### config.mk
export PLATFORM = sky130hd
export DESIGN_NAME = bsc_counter_arbiter
export DESIGN_NICKNAME = d
export VERILOG_FILES = /design/src/rtl/bsc_counter_arbiter.sv
export SDC_FILE = /design/constraint.sdc
export NUM_CORES = 1
export LEC_CHECK = 0
export CAP_MARGIN = 20
export CELL_PAD_IN_SITES_DETAIL_PLACEMENT = 0
export CELL_PAD_IN_SITES_GLOBAL_PLACEMENT = 2
export CORE_MARGIN = 10
export CORE_UTILIZATION = 21
export DETAILED_ROUTE_END_ITERATION = 8
export PLACE_DENSITY = 0.75
export REMOVE_ABC_BUFFERS = 1
export SLEW_MARGIN = 20
export SYNTH_ARGS = -nofsm -noshare
export SYNTH_HDL_FRONTEND = slang
export SYNTH_SLANG_ARGS = --single-unit
### constraint.sdc
create_clock -name clk -period 3.1 [get_ports clk]
set_input_delay 0.62 -clock clk [delete_from_list [all_inputs] [get_ports clk]]
set_output_delay 0.62 -clock clk [all_outputs]
set_load 0.005 [all_outputs]
### src/rtl/bsc_counter_arbiter.sv
// Round-robin arbiter that shares a two-port-add counter's add, load and force
// inputs among NREQ requesters and one configuration writer, through a registered issue stage.
module bsc_counter_arbiter #(
    parameter int WIDTH = 16,
    parameter int NREQ  = 4
) (
    input  logic                  clk,
    input  logic                  reset,
    input  logic                  en,
    input  logic [NREQ-1:0]       req_valid,
    input  logic [NREQ*WIDTH-1:0] req_delta,
    output logic [NREQ-1:0]       req_ready,
    input  logic                  wr_valid,
    input  logic                  wr_force,
    input  logic [WIDTH-1:0]      wr_data,
    output logic                  wr_ready,
    output logic                  add_a,
    output logic                  add_b,
    output logic                  set_c,
    output logic                  set_f,
    output logic [WIDTH-1:0]      data_a,
    output logic [WIDTH-1:0]      data_b,
    output logic [WIDTH-1:0]      data_c,
    output logic [WIDTH-1:0]      data_f,
    output logic [1:0]            grant_count
);
    localparam int PW = $clog2(NREQ);

    logic [PW-1:0]    ptr;
    logic [PW-1:0]    ptr_next;
    logic [PW-1:0]    idx_a;
    logic [PW-1:0]    idx_b;
    logic             found_a;
    logic             found_b;
    logic             allow;
    logic             is_load;
    logic             is_force;
    logic [WIDTH-1:0] delta [NREQ];

    for (genvar i = 0; i < NREQ; i++) begin : g_delta
        assign delta[i] = req_delta[i*WIDTH +: WIDTH];
    end

    // A force-set owns the counter for its cycle, so it blocks every add grant.
    assign is_load  = wr_valid && !wr_force;
    assign is_force = wr_valid && wr_force;
    assign allow    = en && !reset && !is_force;
    assign wr_ready = wr_valid && !reset;

    always_comb begin : scan
        logic [PW:0] pos;
        found_a = 1'b0;
        found_b = 1'b0;
        idx_a   = '0;
        idx_b   = '0;
        pos     = '0;
        for (int k = 0; k < NREQ; k++) begin
            pos = {1'b0, ptr} + (PW+1)'(k);
            if (pos >= (PW+1)'(NREQ)) pos = pos - (PW+1)'(NREQ);
            if (allow && req_valid[pos[PW-1:0]]) begin
                if (!found_a) begin
                    found_a = 1'b1;
                    idx_a   = pos[PW-1:0];
                end else if (!found_b) begin
                    found_b = 1'b1;
                    idx_b   = pos[PW-1:0];
                end
            end
        end
    end

    always_comb begin
        for (int i = 0; i < NREQ; i++) begin
            req_ready[i] = (found_a && idx_a == PW'(i)) || (found_b && idx_b == PW'(i));
        end
    end

    // The pointer restarts just past the last requester served, wrapping at NREQ.
    always_comb begin : ptr_calc
        logic [PW:0] nxt;
        nxt = {1'b0, (found_b ? idx_b : idx_a)} + (PW+1)'(1);
        if (nxt == (PW+1)'(NREQ)) nxt = '0;
        ptr_next = found_a ? nxt[PW-1:0] : ptr;
    end

    always_ff @(posedge clk) begin
        if (reset) begin
            ptr         <= '0;
            add_a       <= 1'b0;
            add_b       <= 1'b0;
            set_c       <= 1'b0;
            set_f       <= 1'b0;
            data_a      <= '0;
            data_b      <= '0;
            data_c      <= '0;
            data_f      <= '0;
            grant_count <= 2'd0;
        end else begin
            ptr         <= ptr_next;
            add_a       <= found_a;
            add_b       <= found_b;
            data_a      <= found_a ? delta[idx_a] : '0;
            data_b      <= found_b ? delta[idx_b] : '0;
            set_c       <= is_load;
            set_f       <= is_force;
            data_c      <= is_load ? wr_data : '0;
            data_f      <= is_force ? wr_data : '0;
            grant_count <= found_b ? 2'd2 : (found_a ? 2'd1 : 2'd0);
        end
    end
endmodule

Word-level counts from Yosys, hierarchy flattened
Index checks and enable logic that the tools add are counted.
- flip-flop bits (word level): 72
- bits in latches: 0
- bits in writable memories: 0
- memory bits (read-only): 0
- output and inout bits: 75
- memories: 0
- $add $sub $neg: 8
- multiply operators: 0
- divide/modulo/power cells: 0
- order comparisons: 10
- equality and inequality tests: 7
- shift operators: 0
- multiplexer cells: 47
- bitwise operators: 6
- reduce and logical (&&, ||, !) cells: 31
- operator list (operator ; number):
    binary-select mux 16 bit (select 2 bit) ; 2
    2-to-1 mux 16 bit ; 4
    2-to-1 mux 2 bit ; 22
    logical AND 1 bit ; 17
    greater-or-equal comparator 3 bit (second input constant) ; 5
    2-to-1 mux 1 bit ; 15
    < comparator 2 x 3 -> 1 bit (second input constant) ; 4
    OR reduction 2 bit ; 5
    binary-select mux 1 bit (select 2 bit) ; 4
    equality test 2 bit (second input constant) ; 4
    subtractor 2 x 1 -> 2 bit (second input constant) ; 4
    adder 2 x 1 -> 3 bit (second input constant) ; 2
    adder 2 x 2 -> 3 bit (second input constant) ; 2
    inverter 2 -> 3 bit ; 2
    equality test 2 x 1 -> 1 bit (second input constant) ; 2
    zero test 2 bit ; 2
    logical OR 1 bit ; 4
    inverter 1 bit ; 4
    equality test 3 bit (second input constant) ; 1
    greater-or-equal comparator 2 x 3 -> 1 bit (second input constant) ; 1
    zero test 1 bit ; 3

Longest topological paths before layout
Gate-level depths: netlist (run 1).
- depth after elaboration: 18
- mapped depth: 13
- depth with buffers taken out: 10

Worst setup path after synthesis (run 1)
No wires, ideal clock.
- path kind: input to output
- start: in req_valid[3]
- end: out req_ready[0]
- arrival: 2523 ps
- required time: 2480 ps
- slack: -43 ps
- stages: 11
- path buffers: 3
- cell sequence: buf_2 -> mux2i_1 -> mux2_2 -> nor2_1 -> ha_1 -> a32oi_1 -> o22ai_1 -> a22o_1 -> buf_6 -> buf_2 -> o32ai_1
- longest elaborated chain between the ends: 15
- elaborated cells on any way between the ends: 42
- ends and longest elaborated chain (element ; line ; RTL):
    start: declaration ; 10 ; input logic [NREQ-1:0] req_valid,
    binary-select mux 1 bit (select 2 bit) ; 60 ; if (allow && req_valid[pos[PW-1:0]]) begin
    2-to-1 mux 1 bit (not written as such) ; 60 ;
    logical AND 1 bit ; 60 ;
    2-to-1 mux 1 bit ; 60 ;
    2-to-1 mux 2 bit / 2-to-1 mux 1 bit (equally long branches) ; 61 ; if (!found_a) begin
    2-to-1 mux 2 bit / 2-to-1 mux 1 bit (equally long branches) ; 60 ;
    2-to-1 mux 2 bit ; 64 ; end else if (!found_b) begin
    2-to-1 mux 2 bit ; 61 ;
    2-to-1 mux 2 bit ; 60 ;
    2-to-1 mux 2 bit ; 64 ;
    2-to-1 mux 2 bit ; 61 ;
    2-to-1 mux 2 bit ; 60 ;
    zero test 2 bit ; 74 ; req_ready[i] = (found_a && idx_a == PW'(i)) || (found_b && idx_b == PW'(i));
    logical AND 1 bit ; 74 ;
    logical OR 1 bit (*) ; 74 ;
    end: declaration ; 12 ; output logic [NREQ-1:0] req_ready,
Mark *: on every way between the ends. The rest lies on a longest branch, timed or not. The select of a mux whose other input is x is not followed.

Final worst setup path (run 1)
- start: in reset
- end: out req_ready[2]
- longest elaborated chain between the ends: 16
- elaborated cells on any way between the ends: 37
- ends and longest elaborated chain (element ; line ; RTL):
    start: declaration ; 8 ; input logic reset,
    zero test 1 bit (*) ; 47 ; assign allow = en && !reset && !is_force;
    logical AND 1 bit (*) (2 in a row) ; 47 ;
    logical AND 1 bit ; 60 ;
    2-to-1 mux 1 bit ; 60 ;
    2-to-1 mux 2 bit / 2-to-1 mux 1 bit (equally long branches) ; 61 ;
    2-to-1 mux 2 bit / 2-to-1 mux 1 bit (equally long branches) ; 60 ;
    2-to-1 mux 2 bit ; 64 ;
    2-to-1 mux 2 bit ; 61 ;
    2-to-1 mux 2 bit ; 60 ;
    2-to-1 mux 2 bit ; 64 ;
    2-to-1 mux 2 bit ; 61 ;
    2-to-1 mux 2 bit ; 60 ;
    equality test 2 bit ; 74 ;
    logical AND 1 bit ; 74 ;
    logical OR 1 bit (*) ; 74 ;
Mark *: on every way between the ends. The rest lies on a longest branch, timed or not.

==> run summary, run 1 <==
Simple-gate share of the synthesized area: 16.2%
CP Launch Type: input pin
Switch share: 26.6%
Layout cells sized above 1: 23.3%
Worst skew pair latency: 0.34 ns
Hold Startpoint: reset
Drt drc: 0
R2r startpoint: ptr[0]
Mux cell area share after synthesis: 19.0%
Final WL: 13900 um
Prevailing post-synth register cell: dfxtp_1
Cell count after synthesis: 357
Slew @ Worst Pin: 0.473 ns
XOR/XNOR Fraction of Synth Area: 0.251%
Outcome: finished clean
Seq pwr share: 38.8%
Floorplan Core Area: 16500 um2
Post-synth ARST share: 0%
Gate power share: 21.4%
Hold buffer count at CTS: 0
Int Power: 1.82 mW
# setup viols final: 0
Input/output buffers: 163
Leak: 2.48 nW
Peak supply drop: 0.261 mV
Post-route ant nets: 0
CTS tree: yes
Top cells by instance count after synthesis: dfxtp_1, a211oi_1, mux2i_1
Yosys warnings: 0
Wire per inst: 17.7 um
CTS Buffer Depth: 2
Dpl hpwl: 10500 um
Slew HR: 68.5%
Synth Register Bits: 71
Synth Area in Adders: 1.00%
Final hold vios: 0
Crit. Startpoint: reset
Worst Path Max Fanout: 6
WHS Path Cells: 3
Root Driver: clkbuf_16
Psw: 658 uW
Synth Area in Compound Gates: 16.7%
# Max-Cap Violations: 0
Detailed Route Iter0 Violations: 92
CP Data Arrival Time: 2.42 ns
Post-synthesis sequential area ratio: 40.7%
Vias in the first global route: 3940
Area leader, netlist: dfxtp_1
Placed cell areas: 5590 um2
Clk sinks: 71
Vias: 3509
Fillers: 1610
Top-count cell post-synth: dfxtp_1
Cells on worst reg2reg path: 12
IO Pins: 164
Die height: 149 um
Crit share post-route: 98.1%
Area growth, synth to finish: 74.7%
Fin. max-slew vios: 0
DR vias/cell: 4.48
Total track usage: 12.5%
Initial antenna violation count: 0
Unrepaired setup endpoints after global routing: true
Diodes inserted: 0
Main combinational cell family by area after synthesis: multiplexers
Pwr per Cell Area: 406 nW/um2
Global-route wire length before repair: 21800 um
WHS: 0.817 ns
CTS clk-pin slew, worst paths: 0.06 ns
Grt ovf: 0
Post-synthesis instance area: 3490 um2
Post-route cell area: 6100 um2
Clk_skew: 0.00875 ns
Die width: 149 um
Clock H-tree levels: 3
Setup WS pre-CTS: -0.770 ns
Full die area: 22200 um2
WS Path Type: in2out
Fin nets: 649
Synth area leaders: dfxtp_1, mux2i_1, a211oi_1, and2_1, mux2_2
Synthesized area per cell: 9.78 um2
Cell Rows: 47
Initial Utilization: 21.2%
Worst Path Required: 2.48 ns
Drt pass-1 iters: 4
Cts bufs inserted: 9
Fmax: 0.329 GHz
Gpl congestion: 0.833
Reg-to-reg endpoint: data_b[0]
Largest net degree at the start of global routing: 34
Worst min path class: in2reg
Cell variety after synth: 42
Final Critical Period: 3.04 ns
Utilization after layout: 37.0%
Hold Path Sink: ptr[0]
Flop2flop setup slack: 0.26 ns
Final setup margin: 0.0580 ns
Crit end category: primary output
Area share of the largest cell type after synthesis: 40.7%
Clock power share: 39.8%
Number of synthesized flops with an enable pin: 0
-- cell families after synthesis --
group                      Yosys count
AOI/OAI and AO/OA                   76
xor gates and xnor gates             1
adders and majority gates            3
buffers and inverters               39
DFF                                 71
muxes                               62
and+or+nand+nor                    105
-- per-layer routing --
metal  vias to the layer above  track usage (%)  part of all wire (%)  routed length [um]
met3                        21             5.43                    10                1410
met1                      1649             14.1                    42                5800
li1                       1701                -                     -                   -
met2                       138             20.5                    46                6410
met5                         -                0                     0                   0
met4                         0             4.47                   1.8                 256
-- worst max-delay path: stages --
cell,delay (ns)
dlygate4sd2_1,0.28
nor2b_4,0.13
nand2_1,0.13
buf_4,0.21
a21oi_4,0.13
mux2i_2,0.10
o311ai_4,0.32
buf_4,0.18
inv_2,0.05
o22ai_2,0.11
buf_2,0.16
-- worst max path at each step --
stage                               to  slack [ns]  cells after the start
final                     req_ready[2]        0.06                     11
after global routing      req_ready[0]       -0.08                      8
after CTS                 req_ready[0]       0.001                     10
after detailed placement  req_ready[2]       -0.77                     11
after global placement    req_ready[2]       -0.72                     11
after floorplan           req_ready[2]       -0.39                      7
-- flip-flops by register name, summed over array words and instances (netlist names) --
signal       flops
data_c          16
ptr              2
data_b          16
add_b            1
data_a          16
add_a            1
set_c            1
data_f          16
grant_count      1
set_f            1
-- power groups by stage --
stage	Combinational (mW)	Clock, mW	Sequential (mW)
after floorplan	0.167	0	0.987
after global placement	0.489	0	0.980
after detailed placement	0.493	0	0.980
after CTS	0.519	1.02	0.960
after global routing	0.575	1.06	0.964
final	0.530	0.987	0.961
-- repair_timing --
action,CTS,global route
pin swaps,9,7
buffers inserted,10,0
endpoints found under the hold margin,0,0
gates resized for setup,57,19
setup endpoints to repair,4,16
-- placed cells by master, fill, tap and decap left out, types with 3 or more instances in the layout --
master / instances
a211oi_1: 50
a21o_1: 3
a22oi_1: 3
and2_1: 35
and3_1: 16
buf_2: 4
buf_4: 54
buf_6: 4
clkbuf_16: 9
clkbuf_2: 4
clkdlybuf4s50_1: 151
dfxtp_1: 70
dlygate4sd2_1: 4
inv_1: 5
mux2_2: 17
mux2i_1: 36
mux2i_2: 3
mux2i_4: 5
nand2_1: 7
nand2_2: 3
nand3_1: 3
nand4_1: 3
nor2_1: 25
nor2b_1: 4
nor2b_4: 3
o22ai_2: 3
-- area by class of cell --
cell class | count | area (um2) | area share, %
Timing Repair Buffer | 222 | 2060 | 33.7
Multi-Input combinational cell | 247 | 2030 | 33.3
Sequential cell | 71 | 1430 | 23.4
Tap cell | 220 | 275 | 4.51
Clock buffer | 10 | 239 | 3.92
Clock inverter | 6 | 43.8 | 0.718
Inverter | 7 | 26.3 | 0.431
-- stage by stage --
| step | setup TNS, ns | cells | power [mW] |
|---|---|---|---|
| 2_1_floorplan | -2.92 | 325 | 1.15 |
| 6_report | 0 | 783 | 2.48 |
| 3_3_place_gp | -6.64 | 757 | 1.47 |
| 3_5_place_dp | -7.58 | 757 | 1.47 |
| 4_1_cts | 0 | 783 | 2.50 |
| 5_1_grt | -0.183 | 783 | 2.60 |
Power figures use the tool's default switching activity.
==> run 2: changes to the inputs <==
- CAP_MARGIN: 20 -> unset
- CORE_UTILIZATION: 21 -> 32
- DONT_BUFFER_PORTS: unset -> 1
- PLACE_DENSITY: 0.75 -> 0.73
==> run summary, run 2 (synthesized netlist as in run 1, its figures left out) <==
Outcome: finished clean
Reg-to-reg endpoint: data_b[12]
CP Data Arrival Time: 2.40 ns (-0.02 ns)
Vias in the first global route: 2876 (-27%)
# Max-Cap Violations: 0 (unchanged)
Storage cell area: 1430 um2 (unchanged)
Initial antenna violation count: 0 (unchanged)
Total track usage: 13.5% (+1.1 points)
Cells on worst reg2reg path: 10 (-2)
# setup viols final: 0 (unchanged)
CTS tree: yes
Wire per inst: 21.5 um (+21%)
DR vias/cell: 5.41 (+21%)
Detailed Route Iter0 Violations: 106 (+15%)
Placed cell areas: 3650 um2 (-35%)
Crit end category: primary output
Leak: 1.64 nW (-34%)
Slew @ Worst Pin: 0.819 ns (+0.346 ns)
Hold buffer count at CTS: 0 (unchanged)
Input/output buffers: 0 (-100%)
Fin. max-slew vios: 0 (unchanged)
Floorplan Core Area: 10700 um2 (-35%)
Crit share post-route: 97.5% (-0.67 points)
Cts bufs inserted: 9 (unchanged)
Full die area: 15500 um2 (-30%)
Gpl congestion: 0.781 (-6.2%)
Pwr per Cell Area: 487 nW/um2 (+20%)
Cell Rows: 38 (-19%)
Worst Path Required: 2.48 ns (about the same)
Clock H-tree levels: 3 (unchanged)
Final Critical Period: 3.02 ns (-0.0208 ns)
Largest net degree at the start of global routing: 31 (-8.8%)
Clock power share: 36.4% (-3.4 points)
IO Pins: 164 (unchanged)
Worst min path class: in2reg
Setup WS pre-CTS: 0.156 ns (+0.926 ns)
Die height: 124 um (-16%)
Flop2flop setup slack: 0.47 ns (+0.21 ns)
Peak supply drop: 0.231 mV (-11%)
Post-Place Cells: 486 (-36%)
Gate power share: 13.6% (-7.8 points)
Post-Layout Cell Count: 510 (-35%)
Vias: 2760 (-21%)
Dpl hpwl: 8290 um (-21%)
Tot Pwr: 1.94 mW (-22%)
Final WL: 10900 um (-21%)
Slew HR: 45.3% (-23 points)
Fmax: 0.331 GHz (+0.69%)
Layout cells sized above 1: 22.2% (-1.1 points)
Root Driver: clkbuf_8
Seq pwr share: 50.0% (+11 points)
Die width: 124 um (-16%)
CTS clk-pin slew, worst paths: 0.09 ns (+0.03 ns)
Commonest non-fill, non-tap cell in the layout: dfxtp_1
Post-route cell area: 3990 um2 (-35%)
Global-route wire length before repair: 17100 um (-21%)
Diodes inserted: 0 (unchanged)
Drt drc: 0 (unchanged)
Clk_skew: 0.00755 ns (-0.00120 ns)
CTS Buffer Depth: 2 (unchanged)
Final hold vios: 0 (unchanged)
Area growth, synth to finish: 14.2%
Fillers: 1099 (-32%)
Worst skew pair latency: 0.34 ns (about the same)
Area of the multi-input gates: 1940 um2 (-4.5%)
Final setup TNS: 0 ns (unchanged)
Post-route ant nets: 0 (unchanged)
Final setup margin: 0.0787 ns (+0.0208 ns)
R2r startpoint: ptr[1]
Switch share: 29.1% (+2.5 points)
Grt ovf: 0 (unchanged)
Clk sinks: 71 (unchanged)
Worst Path Max Fanout: 10 (+4)
Drt pass-1 iters: 4 (unchanged)
Hold Startpoint: reset
Commonest cells after routing, fill and taps aside: dfxtp_1, a211oi_1, mux2i_1, and2_1, buf_4
WS Path Type: reg2out
Fin nets: 456 (-30%)
Hold Path Sink: ptr[1]
Psw: 565 uW (-14%)
CP Launch Type: flop
Initial Utilization: 32.5% (+11 points)
Int Power: 1.38 mW (-24%)
WHS Path Cells: 1 (-2)
==> run 2: worst max path at each step <==
stage	start	end	slack, ns	depth (start not counted)
floorplan	ptr[0]	req_ready[2]	-0.39	7
global placement	req_valid[1]	req_ready[0]	0.21	9
detailed placement	req_valid[1]	req_ready[0]	0.16	9
CTS	ptr[0]	req_ready[0]	0.0001	9
global route	ptr[0]	req_ready[2]	-0.03	8
finish	ptr[1]	req_ready[2]	0.08	7
==> run 2: final cells by class <==
type	instances	area share [%]
multi-input cells	247	48.7
flip-flops and latches	71	35.8
repair buffers	29	5.87
well taps	140	4.39
clock buffers	9	3.11
clock inverters	7	1.51
inverters	7	0.659
==> run 2: per-layer routing <==
metal  GRT usage [%]  vias to the layer above  share of wire (%)
met5               0                        -                  0
met4            2.54                        0               0.59
met3            9.96                        6                 15
li1                -                     1310                  -
met1            15.5                     1307                 42
met2            19.9                      137                 43
==> run 2: per-stage QoR <==
stage	hold WS, ns	utilization (%)
6_report	0.331	37.1
5_1_grt	0.300	37.1
4_1_cts	0.321	35.9
3_5_place_dp	0.693	34.0
3_3_place_gp	0.692	34.0
2_1_floorplan	0.689	-
==> run 2: power groups by stage <==
stage	Clock, mW	Combinational, mW	Sequential [mW]
after global placement	0	0.237	0.994
final	0.706	0.264	0.971
after detailed placement	0	0.239	0.993
after floorplan	0	0.167	0.987
after global routing	0.765	0.292	0.976
after CTS	0.731	0.243	0.972
==> run 2: worst max-delay path: stages, from the launching register on <==
cell and delay, ns:
dfxtp_1 0.40, buf_4 0.22, mux2i_4 0.31, nand2_2 0.13, mux2i_4 0.21, o311ai_4 0.44
inv_2 0.13, o22ai_2 0.20
==> run 2: repair_timing <==
item | 4_1_cts | 5_1_grt
pin swaps | 0 | 6
gates cloned | 0 | 0
setup buffers | 0 | 8
gates resized for setup | 5 | 16
endpoints found under the setup margin | 3 | 4
==> RTL change 1 (config.mk and constraints of run 1) <==
Reset style: asynchronous (`reset`), changed in one clocked block.
--- a/src/rtl/bsc_counter_arbiter.sv
+++ b/src/rtl/bsc_counter_arbiter.sv
@@ -85,3 +85,3 @@
 
-    always_ff @(posedge clk) begin
+    always_ff @(posedge clk or posedge reset) begin
         if (reset) begin
Check against the original RTL: differs if reset is asserted again (counterexample within 4 cycles, from zero or initial values and one cycle with reset high); with reset held inactive, the same outputs for 10 cycles.
==> RTL change 1 against run 1 <==
- worst setup slack worse by 0.39 ns
- the run now ends with setup timing left
- sequential cell count unchanged
- routed wire length up 21%
- critical endpoint is now req_ready[0]
- cell area up 12%
- maximum frequency down 11%
- synthesized cell count up 15%
- critical path depth down 2
- synthesized area up 16%
- register-to-register slack worse by 0.17 ns
- die area up 14%
Power is not compared: it rests on default switching activity, and its combinational part moved more than twofold at a synthesized area within 25%.
==> RTL change 1: results (changes against run 1) <==
outcome:
  status: "finished, violations left"
  violations: "setup timing"
timing:
  finalSetupViolCount: 4  # +4
  max_slew_margin_pct: 55.80  # -13 points
  fin_tns_setup_ns: -1.145  # -1.145 ns
  fin_skew_ns: 0.003886  # -0.004868 ns
  finalWorstSetupSlack_ns: -0.3280  # -0.3860 ns
setup_path:
  r2r_end: "data_a[10]$_DFF_PP0_"
  rr_worst_depth: 13  # +1
  r2r_setup_slack_ns: 0.09  # -0.17 ns
layout:
  multiInputGateArea_mm2: 0.002090  # +2.8%
  seq_cells: 71  # unchanged
  num-multi-input-gates: 274  # +11%
  layout.cells.non_filler: 878  # +12%
  n_all_buffers: 233  # +5.0%
  clkbuf_count: 11  # +1
  clkCellAreaFrac_pct: 4.762  # +0.13 points
synthesis:
  syn-cell-area_mm2: 0.004046  # +16%
  ys_types: 54  # +29%
  synth.top_cells.by_count: "nand2_1 (72), dfrtp_1 (71), a211oi_1 (41)"
  ys_dominant_reg_cell: "dfrtp_1"
  synthArstFlopShare_pct: 100.0  # +100 points
place:
  place_congestion: 0.8507  # +2.1%
  place_area_mm2: 0.006216  # +11%
global_route:
  grt_use_total_pct: 12.83  # +0.35 points
  grt_pass1_vias: 4478  # +14%
  grt_max_degree: 33  # -2.9%
drt:
  route.met3.wl_um: 1269  # -9.7%
  dr_wl_met2_um: 7827  # +22%
## RTL change 1: cell count changes in the layout (fill, tap and decap cells not counted), sizes merged, moves of 11 or more
cell,before,now
nand2,10,72
mux2i,44,2
dfxtp,71,0
nor2,26,5
dfrtp,0,71
and2,35,18
a21oi,2,20
inv,8,24
a311oi,0,33
mux2,18,2
buf,63,74
## RTL change 1: routing by layer
| layer | up-vias | GRT usage (%) |
|---|---|---|
| met5 | - | 0 |
| met4 | 0 | 4.082 |
| met3 | 18 | 3.873 |
| met2 | 204 | 20.72 |
| met1 | 2022 | 15.99 |
| li1 | 1910 | - |
## RTL change 1: power groups by stage
stage	sequential, mW	combinational (mW)	clock, mW
after floorplan	1.10	0.624	0
after global placement	1.06	1.35	0
after detailed placement	1.06	1.36	0
after CTS	1.04	1.52	1.18
after global routing	1.05	1.68	1.21
final	1.04	1.56	1.14
## RTL change 1: kinds of logic after synthesis
logic type | synth area share [%]
simple gates | 16.23
compound gates | 27.37
flops | 43.91
buf+inv | 7.761
mux | 3.278
xor+xnor | 0.8351
fa+ha+maj | 0.6183
## RTL change 1: what timing repair did
item | in CTS | in global routing
hold buffers | 0 | 0
pin swaps | 14 | 6
buffers inserted | 17 | 0
gates resized for setup | 50 | 7
endpoints found under the setup margin | 5 | 5
## RTL change 1: per-stage QoR
| stage | setup slack, ns | hold slack (ns) | power (mW) | utilization [%] |
|---|---|---|---|---|
| floorplan | -2.436 | 0.7486 | 1.719 | - |
| global placement | -0.9931 | 0.8094 | 2.409 | 33.01 |
| detailed placement | -1.065 | 0.8259 | 2.419 | 33.01 |
| CTS | -0.2914 | 0.7880 | 3.739 | 36.00 |
| global route | -0.4055 | 0.8296 | 3.940 | 36.14 |
| finish | -0.3280 | 0.7900 | 3.747 | 36.14 |
==> RTL change 2 (flow settings as in run 1) <==
Made on the original files. Set the parameter `WIDTH` to 18 (it was 16).
--- a/src/rtl/bsc_counter_arbiter.sv
+++ b/src/rtl/bsc_counter_arbiter.sv
@@ -3,3 +3,3 @@
 module bsc_counter_arbiter #(
-    parameter int WIDTH = 16,
+    parameter int WIDTH = 18,
     parameter int NREQ  = 4
Ports: changed (6 resized); port bits go from 164 to 182. No check against the original RTL was run, so the function may have changed too.
==> RTL change 2 against run 1 <==
- the flow now finishes with violations (setup timing)
- global-route usage increased by 0.14 points
- worst setup slack got worse by 0.17 ns
- routed wire length increased by 10%
- cell area increased by 6.7%
- power increased by 11%
- largest power group unchanged
- sequential power increased by 11%
- sequential cell count increased by 8
- critical endpoint is now req_ready[0]
- synthesized area increased by 6.7%
==> RTL change 2: results (changes against run 1) <==
timing:
  fin_skew_ns: 0.002739  # -0.006014 ns
  finalWorstSetupSlack_ns: -0.1165  # -0.1744 ns
  worst_slew_pin_slew_ns: 0.4539  # -0.01900 ns
  finalSetupViolCount: 4  # +4
  whs_ns: 0.7249  # -0.09243 ns
place:
  post-place-ws_ns: -1.036  # -0.2659 ns
  place_area_mm2: 0.006000  # +7.3%
  numPortBuffers: 181  # +11%
layout:
  seq_share_pct: 24.37  # +1.0 points
  inverters_excl_clock: 6  # -1
  multiInputGateArea_mm2: 0.002068  # +1.7%
  n_all_buffers: 237  # +6.8%
  final_nets: 678  # +4.5%
  syn_to_final_growth_pct: 74.77  # about the same
  nFillCells: 1713  # +6.4%
  num-multi-input-gates: 244  # -1.2%
hold_path:
  hold_path_end: "ptr[1]$_SDFFE_PP0P_"
  min_path_type: "primary input to register"
drt:
  routed_wl_um: 15300  # +10%
  vias_per_cell: 4.515  # +0.75%
  met1_length_um: 6494  # +12%
  vias: 3639  # +3.7%
  dr_wl_met2_um: 7676  # +20%
  route.met3.wl_um: 733  # -48%
  first_iter_violations: 105  # +14%
outcome:
  status: "finished, violations left"
  violations: "setup timing"
global_route:
  grt_use_total_pct: 12.62  # +0.14 points
  grt_pass1_wl_um: 23580  # +8.2%
  grt_pass1_vias: 3893  # -1.2%
setup_path:
  rr_worst_depth: 10  # -2
  r2r_end: "ptr[1]$_SDFFE_PP0P_"
  endpoint: "req_ready[0]"
  critPathLaunch: "ptr[0]$_SDFFE_PP0P_"
  cpPeakStageDelay_ns: 0.54  # +0.22 ns
  cp_top_family: "simple AND/OR/NAND/NOR gates"
  critical_path_arrival_ns: 2.60  # +0.18 ns
  critPathMaxFanout: 2  # -4
  r2r_setup_slack_ns: 0.34  # +0.08 ns
  worst_path_max_delay_cell: "mux4_2"
power:
  leakage_nw: 2.569  # +3.4%
  p_sw_share_pct: 24.58  # -2.0 points
  clk-power_mw: 1.13  # +14%
  power.density_mw_per_mm2: 424.2  # +4.4%
  vdd_drop_max_v: 0.0002819  # +8.1%
  powerSeq_mw: 1.07  # +11%
  p_switching_uw: 678.8  # +3.1%
synthesis:
  synthMuxAreaShare_pct: 16.02  # -3.0 points
  synth.top_cells.by_area: "dfxtp_1 (42%), mux2i_1 (15%), a211oi_1 (8.5%), and2_1 (6.6%), and3_1 (3.2%)"
  synth.top_cells.by_count: "dfxtp_1 (79), mux2i_1 (54), a211oi_1 (42)"
  avgSynthCellArea_um2: 10.26  # +4.9%
  synth_xor_area_share_pct: 0.2351  # -0.016 points
  synth.yosys.seq_area_share_pct: 42.46  # +1.8 points
  synth_compound_gate_area_share_pct: 19.45  # +2.8 points
  ys_ff_latch: 79  # +11%
  synth_fa_ha_area_share_pct: 0.9741  # -0.029 points
==> RTL change 2: cell types whose count changed after synthesis, moves of 4 or more <==
cell and delta:
nor2_1 -20, nand2_1 -7, and2_1 +4, o22ai_1 +12, mux2_2 -17, a211oi_1 -8, mux2i_1 +13, dfxtp_1 +8
==> RTL change 2: what timing repair did <==
action | in CTS | in global routing
setup endpoints to repair | 4 | 4
pin swaps | 9 | 7
resized for setup | 61 | 14
setup buffers | 4 | 6
hold buffers | 0 | 0
==> RTL change 2: routing by layer <==
metal	global-route usage, %	vias to the layer above
met5	0	-
met3	3.030	20
li1	-	1770
met4	5.404	0
met2	21.29	99
met1	14.89	1750
==> RTL change 2: cell families (layout without fill, tap and decap cells) <==
group / after synthesis / in the layout
DFF: 79 / 79
muxes: 57 / 57
xor gates and xnor gates: 1 / 1
AOI/OAI and AO/OA: 93 / 93
and+or+nand+nor: 90 / 90
buffers and inverters: 40 / 258
adders and majority gates: 3 / 3
